===== config.mk =====
export PLATFORM = sky130hd
export DESIGN_NAME = peripheral_uart_rx
export DESIGN_NICKNAME = d
export VERILOG_FILES = /design/src/rtl/peripheral_uart_rx_pkg.sv /design/src/rtl/peripheral_uart_rx_fifo.sv /design/src/rtl/peripheral_uart_rx.sv
export SDC_FILE = /design/constraint.sdc
export NUM_CORES = 1
export LEC_CHECK = 0
export BUFFER_PORTS_ARGS = -buffer_cell sky130_fd_sc_hd__buf_4
export CORE_MARGIN = 4
export CORE_UTILIZATION = 60
export CTS_CLUSTER_DIAMETER = 30
export DETAILED_ROUTE_END_ITERATION = 10
export PLACE_DENSITY = 0.81
export SETUP_SLACK_MARGIN = 0.05
export SYNTH_ARGS = -nofsm -noshare
export SYNTH_HDL_FRONTEND = slang
export SYNTH_HIERARCHICAL = 1
export SYNTH_SLANG_ARGS = --single-unit
export TNS_END_PERCENT = 30

===== constraint.sdc =====
create_clock -name clk -period 3 [get_ports clk]
set_input_delay 0.6 -clock clk [delete_from_list [all_inputs] [get_ports clk]]
set_output_delay 0.6 -clock clk [all_outputs]
set_load 0.005 [all_outputs]

===== src/rtl/peripheral_uart_rx_pkg.sv =====
// Shared definitions for the J1 UART receiver: FSM states, register map,
// STATUS bit positions and the reset divisor calculation.
package peripheral_uart_rx_pkg;

   typedef enum logic [2:0] {
      ST_IDLE,
      ST_START,
      ST_DATA,
      ST_STOP,
      ST_BREAK
   } rx_state_e;

   localparam logic [3:0] ADDR_RXDATA = 4'h0;
   localparam logic [3:0] ADDR_STATUS = 4'h2;
   localparam logic [3:0] ADDR_DIV    = 4'h4;

   localparam int unsigned STAT_RXAV = 0;
   localparam int unsigned STAT_FULL = 1;
   localparam int unsigned STAT_OVR  = 2;
   localparam int unsigned STAT_FERR = 3;

   // Tick divisor for 16x oversampling, truncated.
   function automatic logic [15:0] reset_div(input int unsigned clk_freq,
                                             input int unsigned baud);
      return 16'(clk_freq / (baud * 16));
   endfunction

endpackage


===== src/rtl/peripheral_uart_rx_fifo.sv =====
// Synchronous receive FIFO with combinational head output.
// A push while full is accepted only when a pop frees a slot in the same cycle.
module uart_rx_fifo #(
   parameter int unsigned DEPTH = 4,
   parameter int unsigned WIDTH = 8
) (
   input  logic                     clk,
   input  logic                     rst,
   input  logic                     push,
   input  logic                     pop,
   input  logic [WIDTH-1:0]         wdata,
   output logic [WIDTH-1:0]         rdata,
   output logic [$clog2(DEPTH):0]   count,
   output logic                     full,
   output logic                     empty
);

   localparam int unsigned AW = $clog2(DEPTH);
   localparam int unsigned CW = AW + 1;

   logic [WIDTH-1:0] mem_q [DEPTH];
   logic [AW-1:0]    wr_ptr_q, wr_ptr_d;
   logic [AW-1:0]    rd_ptr_q, rd_ptr_d;
   logic [CW-1:0]    count_q, count_d;
   logic             push_ok, pop_ok;

   assign empty   = (count_q == '0);
   assign full    = (count_q == CW'(DEPTH));
   assign pop_ok  = pop && !empty;
   assign push_ok = push && (!full || pop_ok);
   assign rdata   = mem_q[rd_ptr_q];
   assign count   = count_q;

   // Next pointer/count values; pointers wrap naturally at the power-of-two depth.
   always_comb begin
      wr_ptr_d = wr_ptr_q + AW'(push_ok);
      rd_ptr_d = rd_ptr_q + AW'(pop_ok);
      count_d  = count_q + CW'(push_ok) - CW'(pop_ok);
   end

   // Pointer and occupancy registers.
   always_ff @(posedge clk or negedge rst) begin
      if (!rst) begin
         wr_ptr_q <= '0;
         rd_ptr_q <= '0;
         count_q  <= '0;
      end else begin
         wr_ptr_q <= wr_ptr_d;
         rd_ptr_q <= rd_ptr_d;
         count_q  <= count_d;
      end
   end

   // Storage array, written at the tail.
   always_ff @(posedge clk) begin
      if (push_ok) begin
         mem_q[wr_ptr_q] <= wdata;
      end
   end

endmodule


===== src/rtl/peripheral_uart_rx.sv =====
// UART 8N1 receiver peripheral for the J1 SoC: 2-FF synchroniser, 16x tick
// generator, receive FSM, FIFO and cs/rd/wr register interface.
module peripheral_uart_rx #(
   parameter int unsigned CLK_FREQ   = 50_000_000,
   parameter int unsigned BAUD       = 115200,
   parameter int unsigned FIFO_DEPTH = 4
) (
   input  logic        clk,
   input  logic        rst,
   input  logic [15:0] d_in,
   input  logic        cs,
   input  logic [3:0]  addr,
   input  logic        rd,
   input  logic        wr,
   output logic [15:0] d_out,
   input  logic        uart_rx
);

   import peripheral_uart_rx_pkg::*;

   localparam logic [15:0] RST_DIV = reset_div(CLK_FREQ, BAUD);
   localparam int unsigned CW      = $clog2(FIFO_DEPTH) + 1;

   logic [1:0]  sync_q;
   logic        rx_s;
   logic [15:0] div_q, div_d;
   logic [15:0] tick_cnt_q;
   logic [15:0] reload;
   logic        tick;
   rx_state_e   state_q;
   logic [3:0]  s_q;
   logic [2:0]  b_q;
   logic [7:0]  shreg_q;
   logic        push_q;
   logic [7:0]  byte_q;
   logic        ferr_set_q;
   logic        ovr_q, ovr_d;
   logic        ferr_q, ferr_d;
   logic [15:0] d_out_q, d_out_d;
   logic        rd_en, wr_en, pop, ovr_set;
   logic [7:0]  fifo_rdata;
   logic [CW-1:0] fifo_count;
   logic        fifo_full, fifo_empty;

   assign rx_s    = sync_q[1];
   assign rd_en   = cs && rd;
   assign wr_en   = cs && wr;
   assign pop     = rd_en && (addr == ADDR_RXDATA) && !fifo_empty;
   assign ovr_set = push_q && fifo_full && !pop;
   assign reload  = (div_q == '0) ? '0 : div_q - 16'd1;
   assign tick    = (state_q != ST_IDLE) && (tick_cnt_q == '0);
   assign d_out   = d_out_q;

   // Two-flop synchroniser on the serial input; idles high.
   always_ff @(posedge clk or negedge rst) begin
      if (!rst) sync_q <= '1;
      else      sync_q <= {sync_q[0], uart_rx};
   end

   // Tick counter: parked at reload while idle so ticks are phase-aligned to the start edge.
   always_ff @(posedge clk or negedge rst) begin
      if (!rst)                                         tick_cnt_q <= '0;
      else if (state_q == ST_IDLE || tick_cnt_q == '0) tick_cnt_q <= reload;
      else                                              tick_cnt_q <= tick_cnt_q - 16'd1;
   end

   // Receive FSM with registered push and framing-error pulses.
   always_ff @(posedge clk or negedge rst) begin
      if (!rst) begin
         state_q    <= ST_IDLE;
         s_q        <= '0;
         b_q        <= '0;
         shreg_q    <= '0;
         push_q     <= 1'b0;
         byte_q     <= '0;
         ferr_set_q <= 1'b0;
      end else begin
         push_q     <= 1'b0;
         ferr_set_q <= 1'b0;
         case (state_q)
            ST_IDLE: begin
               if (!rx_s) begin
                  state_q <= ST_START;
                  s_q     <= '0;
               end
            end
            ST_START: begin
               if (tick) begin
                  s_q <= s_q + 4'd1;
                  if (s_q == 4'd7) begin
                     s_q     <= '0;
                     b_q     <= '0;
                     state_q <= rx_s ? ST_IDLE : ST_DATA;
                  end
               end
            end
            ST_DATA: begin
               if (tick) begin
                  s_q <= s_q + 4'd1;
                  if (s_q == 4'd15) begin
                     shreg_q <= {rx_s, shreg_q[7:1]};
                     if (b_q == 3'd7) state_q <= ST_STOP;
                     else             b_q     <= b_q + 3'd1;
                  end
               end
            end
            ST_STOP: begin
               if (tick) begin
                  s_q <= s_q + 4'd1;
                  if (s_q == 4'd15) begin
                     if (rx_s) begin
                        push_q  <= 1'b1;
                        byte_q  <= shreg_q;
                        state_q <= ST_IDLE;
                     end else begin
                        ferr_set_q <= 1'b1;
                        state_q    <= ST_BREAK;
                     end
                  end
               end
            end
            ST_BREAK: begin
               if (rx_s) state_q <= ST_IDLE;
            end
            default: state_q <= ST_IDLE;
         endcase
      end
   end

   uart_rx_fifo #(
      .DEPTH (FIFO_DEPTH),
      .WIDTH (8)
   ) u_fifo (
      .clk   (clk),
      .rst   (rst),
      .push  (push_q),
      .pop   (pop),
      .wdata (byte_q),
      .rdata (fifo_rdata),
      .count (fifo_count),
      .full  (fifo_full),
      .empty (fifo_empty)
   );

   // Register writes and sticky flags; a set in the same cycle as a W1C wins.
   always_comb begin
      div_d  = div_q;
      ovr_d  = ovr_q;
      ferr_d = ferr_q;
      if (wr_en && addr == ADDR_DIV) div_d = d_in;
      if (wr_en && addr == ADDR_STATUS && d_in[STAT_OVR])  ovr_d  = 1'b0;
      if (wr_en && addr == ADDR_STATUS && d_in[STAT_FERR]) ferr_d = 1'b0;
      if (ovr_set)    ovr_d  = 1'b1;
      if (ferr_set_q) ferr_d = 1'b1;
   end

   // Read mux feeding the d_out register.
   always_comb begin
      d_out_d = '0;
      case (addr)
         ADDR_RXDATA: if (!fifo_empty) d_out_d = {8'h00, fifo_rdata};
         ADDR_STATUS: begin
            d_out_d[7:4]       = 4'(fifo_count);
            d_out_d[STAT_FERR] = ferr_q;
            d_out_d[STAT_OVR]  = ovr_q;
            d_out_d[STAT_FULL] = fifo_full;
            d_out_d[STAT_RXAV] = !fifo_empty;
         end
         ADDR_DIV:    d_out_d = div_q;
         default:     d_out_d = '0;
      endcase
   end

   // Control/status registers and registered read data.
   always_ff @(posedge clk or negedge rst) begin
      if (!rst) begin
         div_q   <= RST_DIV;
         ovr_q   <= 1'b0;
         ferr_q  <= 1'b0;
         d_out_q <= '0;
      end else begin
         div_q  <= div_d;
         ovr_q  <= ovr_d;
         ferr_q <= ferr_d;
         if (rd_en) d_out_q <= d_out_d;
      end
   end

endmodule


# Yosys cells after proc, flatten, opt, wreduce, memory -nomap -nowiden
# Memory sizes are Yosys's and may differ from the RTL's.
# Index checks and enable logic that the tools add are counted.
# classes
n_reduce_logical,34
eq_ne,21
add_sub_neg,8
n_mux,42
# ops
op,n
2-to-1 mux 3 bit,15
zero test 16 bit,2
2-to-1 mux 16 bit,2
subtractor 16 x 1 -> 16 bit (second input constant),2
case mux 8 bit (3 select lines),1
!= test 2 bit (second input constant),10
2-to-1 mux 4 bit,4
case mux 8 bit (2 select lines),1
case mux 3 bit (5 select lines),1
2-to-1 mux 1 bit,14
logical AND 1 bit,13
case mux 4 bit (3 select lines),1
equality test 3 bit (second input constant),3
AND reduction 9 bit,1
equality test 4 x 3 -> 1 bit (second input constant),2
2-to-1 mux 8 bit,1
AND reduction 4 bit,2
equality test 3 x 2 -> 1 bit (second input constant),2
zero test 3 bit,2
case mux 3 bit (2 select lines),1
AND reduction 6 bit,1
nonzero test 2 bit,3
nonzero test 3 bit,2
adder 2 x 1 -> 2 bit,2
14 further kinds,17
# word_totals
reg_bits,87
out_inout_bits,16
memories,1
elab_cells,122
ram_bits,32
inputBits,26
# mem_list
name,depth,word_bits,read_ports,rd_clocked_by_memory_dff,write_ports,line_no,text
u_fifo.mem_q,4,8,1,0,1,peripheral_uart_rx_fifo.sv:21,logic [WIDTH-1:0] mem_q [DEPTH];

# Depth between registers and ports, before layout
# logic_depth
depth_word,8
depth_mapped,9
ltp_nobuf,9

# Hierarchy
# The synthesis kept the hierarchy.
# modules_own_cells
module,area_each_um2,seq_area_each_um2,cells_per_inst,instances
peripheral_uart_rx,4018.9,2009.4,370,1
uart_rx_fifo,1550.2,1136.1,73,1

# Least setup slack after synthesis
# No wires, ideal clock.
# synth_timing
kind,in2reg
startpoint,in addr[1]
endpoint,"mem u_fifo.mem_q[0][0], enable pin"
required_ps,2602
t_arrival_ps,2616
cell_stages,5
path_slack_ps,-14
cell_sequence,nor3_1 > nor3b_2 > nor2b_1 > nor4b_2 > nor4b_1
# synth_between
elab_chain_cells,8
# synth_lines
item,line_no,text
start: declaration,peripheral_uart_rx.sv:12,"input logic [3:0] addr,"
zero test 4 bit,peripheral_uart_rx.sv:48,assign pop = rd_en && (addr == ADDR_RXDATA) && !fifo_empty;
logical AND 1 bit (2 in a row),peripheral_uart_rx.sv:48,
named net pop,peripheral_uart_rx.sv:40,"logic rd_en, wr_en, pop, ovr_set;"
logical AND 1 bit,peripheral_uart_rx_fifo.sv:29,assign pop_ok = pop && !empty;
logical OR 1 bit,peripheral_uart_rx_fifo.sv:30,assign push_ok = push && (!full || pop_ok);
logical AND 1 bit,peripheral_uart_rx_fifo.sv:30,
2-to-1 mux 1 bit,peripheral_uart_rx_fifo.sv:56,if (push_ok) begin
2-to-1 mux 1 bit (implied by the code),peripheral_uart_rx_fifo.sv:57,mem_q[wr_ptr_q] <= wdata;
end: declaration,peripheral_uart_rx_fifo.sv:21,
# The timed path passes the listed nets, and every way through them passes these cells.

# Final worst setup path
# layout_timing
startpoint,reg u_fifo.count_q[1] (netlist: u_fifo/count[1])
endpoint,reg u_fifo.count_q[2] (netlist: u_fifo/count[2])
# layout_between
elab_chain_cells,8
# layout_lines
item,line_no,text
start: declaration,peripheral_uart_rx_fifo.sv:24,"logic [CW-1:0] count_q, count_d;"
start signal: assignment,peripheral_uart_rx_fifo.sv:50,count_q <= count_d;
zero test 3 bit *,peripheral_uart_rx_fifo.sv:27,assign empty = (count_q == '0);
named net fifo_empty,peripheral_uart_rx.sv:43,"logic fifo_full, fifo_empty;"
zero test 1 bit *,peripheral_uart_rx.sv:48,
logical AND 1 bit *,peripheral_uart_rx.sv:48,
named net pop,peripheral_uart_rx.sv:40,
logical AND 1 bit *,peripheral_uart_rx_fifo.sv:29,
logical OR 1 bit,peripheral_uart_rx_fifo.sv:30,
logical AND 1 bit,peripheral_uart_rx_fifo.sv:30,
adder 3 x 1 -> 3 bit,peripheral_uart_rx_fifo.sv:38,count_d = count_q + CW'(push_ok) - CW'(pop_ok);
subtractor 3 x 1 -> 3 bit *,peripheral_uart_rx_fifo.sv:38,
named net u_fifo.count_d[2],peripheral_uart_rx_fifo.sv:24,
# The timed path passes the listed nets; every way through them passes the cells marked *.
# A chain may end at the register's enable or synchronous reset.

==> results.toml <==
[floorplan]
num_rows = 34
die_height_um = 104
pin_count = 42
dieArea_um2 = 10900
core_area_um2 = 8890
initial_core_util = 0.626
dieWidth_um = 104

[setup_path]
cp.required_ns = 3.44
crit_type = "reg2reg"
crit_fanout = 7
end_kind = "flip-flop"
cp.arrival_ns = 3.16
cp-start-kind = "flip-flop"

[timing]
fin_ws_ns = 0.276
timing.slew.headroom = 0.346
min_period_ns = 2.72
tns_ns = 0
tightest_slew_ns = 0.974
finalClockSkew_ns = 0.00939
setup_viol = 0
drv_slew = 0
hold_viol = 0
timing.final.crit_share = 0.908
fmax_ghz = 0.367
timing.hold.ws_ns = 0.138
grt_setup_unrepaired = "false"

[power_and_ir_drop]
p_clk_frac = 0.379
leakage_nw = 2.79
peakVddDrop_v = 0.000353
switchingPower_mw = 1.45
power_mw = 4.84
p_per_area_nw_per_um2 = 737
power_frac_seq = 0.461
p_sw_frac = 0.300
p_comb_frac = 0.160
power.internal_mw = 3.39

[layout]
area_growth_pct = 17.9
drive_above_1_share = 0.288
post-route-util = 0.739
antennaDiodeCount = 0
layout_commonest_cell = "dfrtp_1"
mostFrequentLayoutCells = "dfrtp_1 (81), nand2_1 (53), buf_4 (50), edfxtp_1 (32), mux2_2 (30)"
design_area_um2 = 6570
instances_no_fill = 619
final_nets = 534

[logic_synthesis]
synthArstFlopShare = 0.731
synth-seq-cells = 119
synth_edf_count = 32
syn_avg_cell_area_um2 = 12.6
synth_cells = 443
syn_nets = 479
ys_seq_area_frac = 0.565
synth_cell_types = 62
yosys_warnings = 6
syn_area_um2 = 5570
dominantRegCellSynth = "dfrtp_1"

[placement]
dp_slack_ns = 0.00833
gp_congestion = 0.865
io_buffers = 41
hpwl_um = 7900
postPlaceCellArea_um2 = 6020
dp_cells = 587

[drt]
vias = 3780
routedWlPerCell_um = 18.5
finalWirelength_um = 11500
via_per_inst = 6.11
drt_iter0_markers = 174
antenna_left = 0
drc = 0
drt_pre_antenna_iters = 5

[run]
max_cap_violations = 0

[clocking]
postCtsSetupRepairBufs = 0
root_buffer = "clkbuf_8"
clk_pin_slew_worst_paths_ns = 0.06
cts_buffers = 17
clockBufferDepth = 2
ctsHoldBuffers = 0
cts_tree = "built"
cts_num_sinks = 119
htreeDepth = 4
ctsResizeCount = 0
clkLatencyLatePin_ns = 0.51

[grt]
grt_pass1_vias = 3829
grt_usage = 0.221
grt_max_degree = 55
grt_first_pass_wirelength_um = 19100
grt_remaining_overflow = 0
antenna_found_initial = 0

[run_status]
status = "finished, final reports clean"

[min_path]
worstHoldPathType = "in2async"
[synth_stat cells (2+ instances only)]
master	number	share of area
nor3_4	2	0.0058
or3b_1	2	0.0031
or4_1	5	0.0067
dfstp_2	6	0.028
a222oi_1	7	0.013
nor4b_2	2	0.0054
nor4_4	5	0.019
ha_1	9	0.020
nor2_1	17	0.011
nand2b_1	3	0.0034
mux2_2	30	0.061
nor3_1	10	0.0090
or2_2	2	0.0022
a21o_1	4	0.0054
buf_2	6	0.0054
nor4_1	3	0.0034
nor3b_1	7	0.0094
o21ai_0	26	0.023
buf_6	2	0.0040
nand4_1	6	0.0067
o22ai_1	14	0.016
mux4_2	8	0.032
nand3b_1	2	0.0027
or3_1	2	0.0022
a21oi_1	8	0.0072
edfxtp_1	32	0.17
dfrtp_1	81	0.36
inv_1	11	0.0074
nand3_1	7	0.0063
nand2_1	53	0.036
xor2_1	16	0.025
xnor2_1	14	0.022
clkbuf_1	6	0.0040
nor2b_1	4	0.0045
mux2i_1	4	0.0072
[critical path, stage by stage (launching register included)]
cell      delay (ns)
dfrtp_1         0.52
nor3_2          0.13
nor3b_2         0.21
nor2b_1         0.40
o211ai_1        0.21
o311a_1         0.18
ha_1            0.20
fa_1            0.43
xnor2_1         0.22
xnor2_1         0.14
[state kept, by name (all words and copies together) (netlist names)]
register	flops
d_out	16
u_fifo/rd_ptr_q	2
u_fifo/mem_q	32
ferr_set_q	1
push_q	1
u_fifo/wr_ptr_q	2
ovr_q	1
byte_q	8
s_q	4
ferr_q	1
b_q	3
shreg_q	8
tick_cnt_q	16
u_fifo/count	3
state_q	3
div_q	16
sync_q	2
[cell type report]
class / count / area (µm²)
Multi-Input combinational cell: 297 / 2300
Fill cell: 569 / 2320
Clock inverter: 14 / 125
Tap cell: 108 / 135
Clock buffer: 18 / 418
Inverter: 12 / 45.0
Timing Repair Buffer: 51 / 395
Sequential cell: 119 / 3150
[layer usage]
metal  share of wire  global-route usage
met5               0                   0
met4           0.024              0.0883
met1            0.43               0.283
met3           0.046              0.0571
met2            0.50               0.362
[power by group through the flow]
stage | clock, mW | sequential [mW] | combinational [mW]
finish | 1.84 | 2.23 | 0.773
global route | 1.95 | 2.27 | 0.851
CTS | 1.86 | 2.23 | 0.776
detailed placement | 0 | 2.25 | 0.763
global placement | 0 | 2.24 | 0.731
floorplan | 0 | 2.13 | 0.642
[kinds of logic (layout without fill, tap and decap cells)]
logic type	after synthesis	after routing	share of synthesized area
AOI/OAI and AO/OA	71	71	0.0831
xor gates and xnor gates	30	30	0.0472
adders and majority gates	10	10	0.0238
buffers and inverters	27	95	0.0229
DFF	119	119	0.565
muxes	42	42	0.100
and+or+nand+nor	144	144	0.158
[final timing paths]
path,slack [ns],cells past startpoint,from,to
worst max-delay path,0.28,9,u_fifo/count[1],u_fifo/count[2]
worst min-delay path,0.14,1,rst,d_out[9]
worst max register to register,0.28,9,u_fifo/count[1],u_fifo/count[2]
worst min register to register,0.36,0,sync_q[0],sync_q[1]
max in group asynchronous,2.16,2,rst,div_q[1]
min in group clk,0.19,1,uart_rx,sync_q[0]
Power figures use the tool's default switching activity.
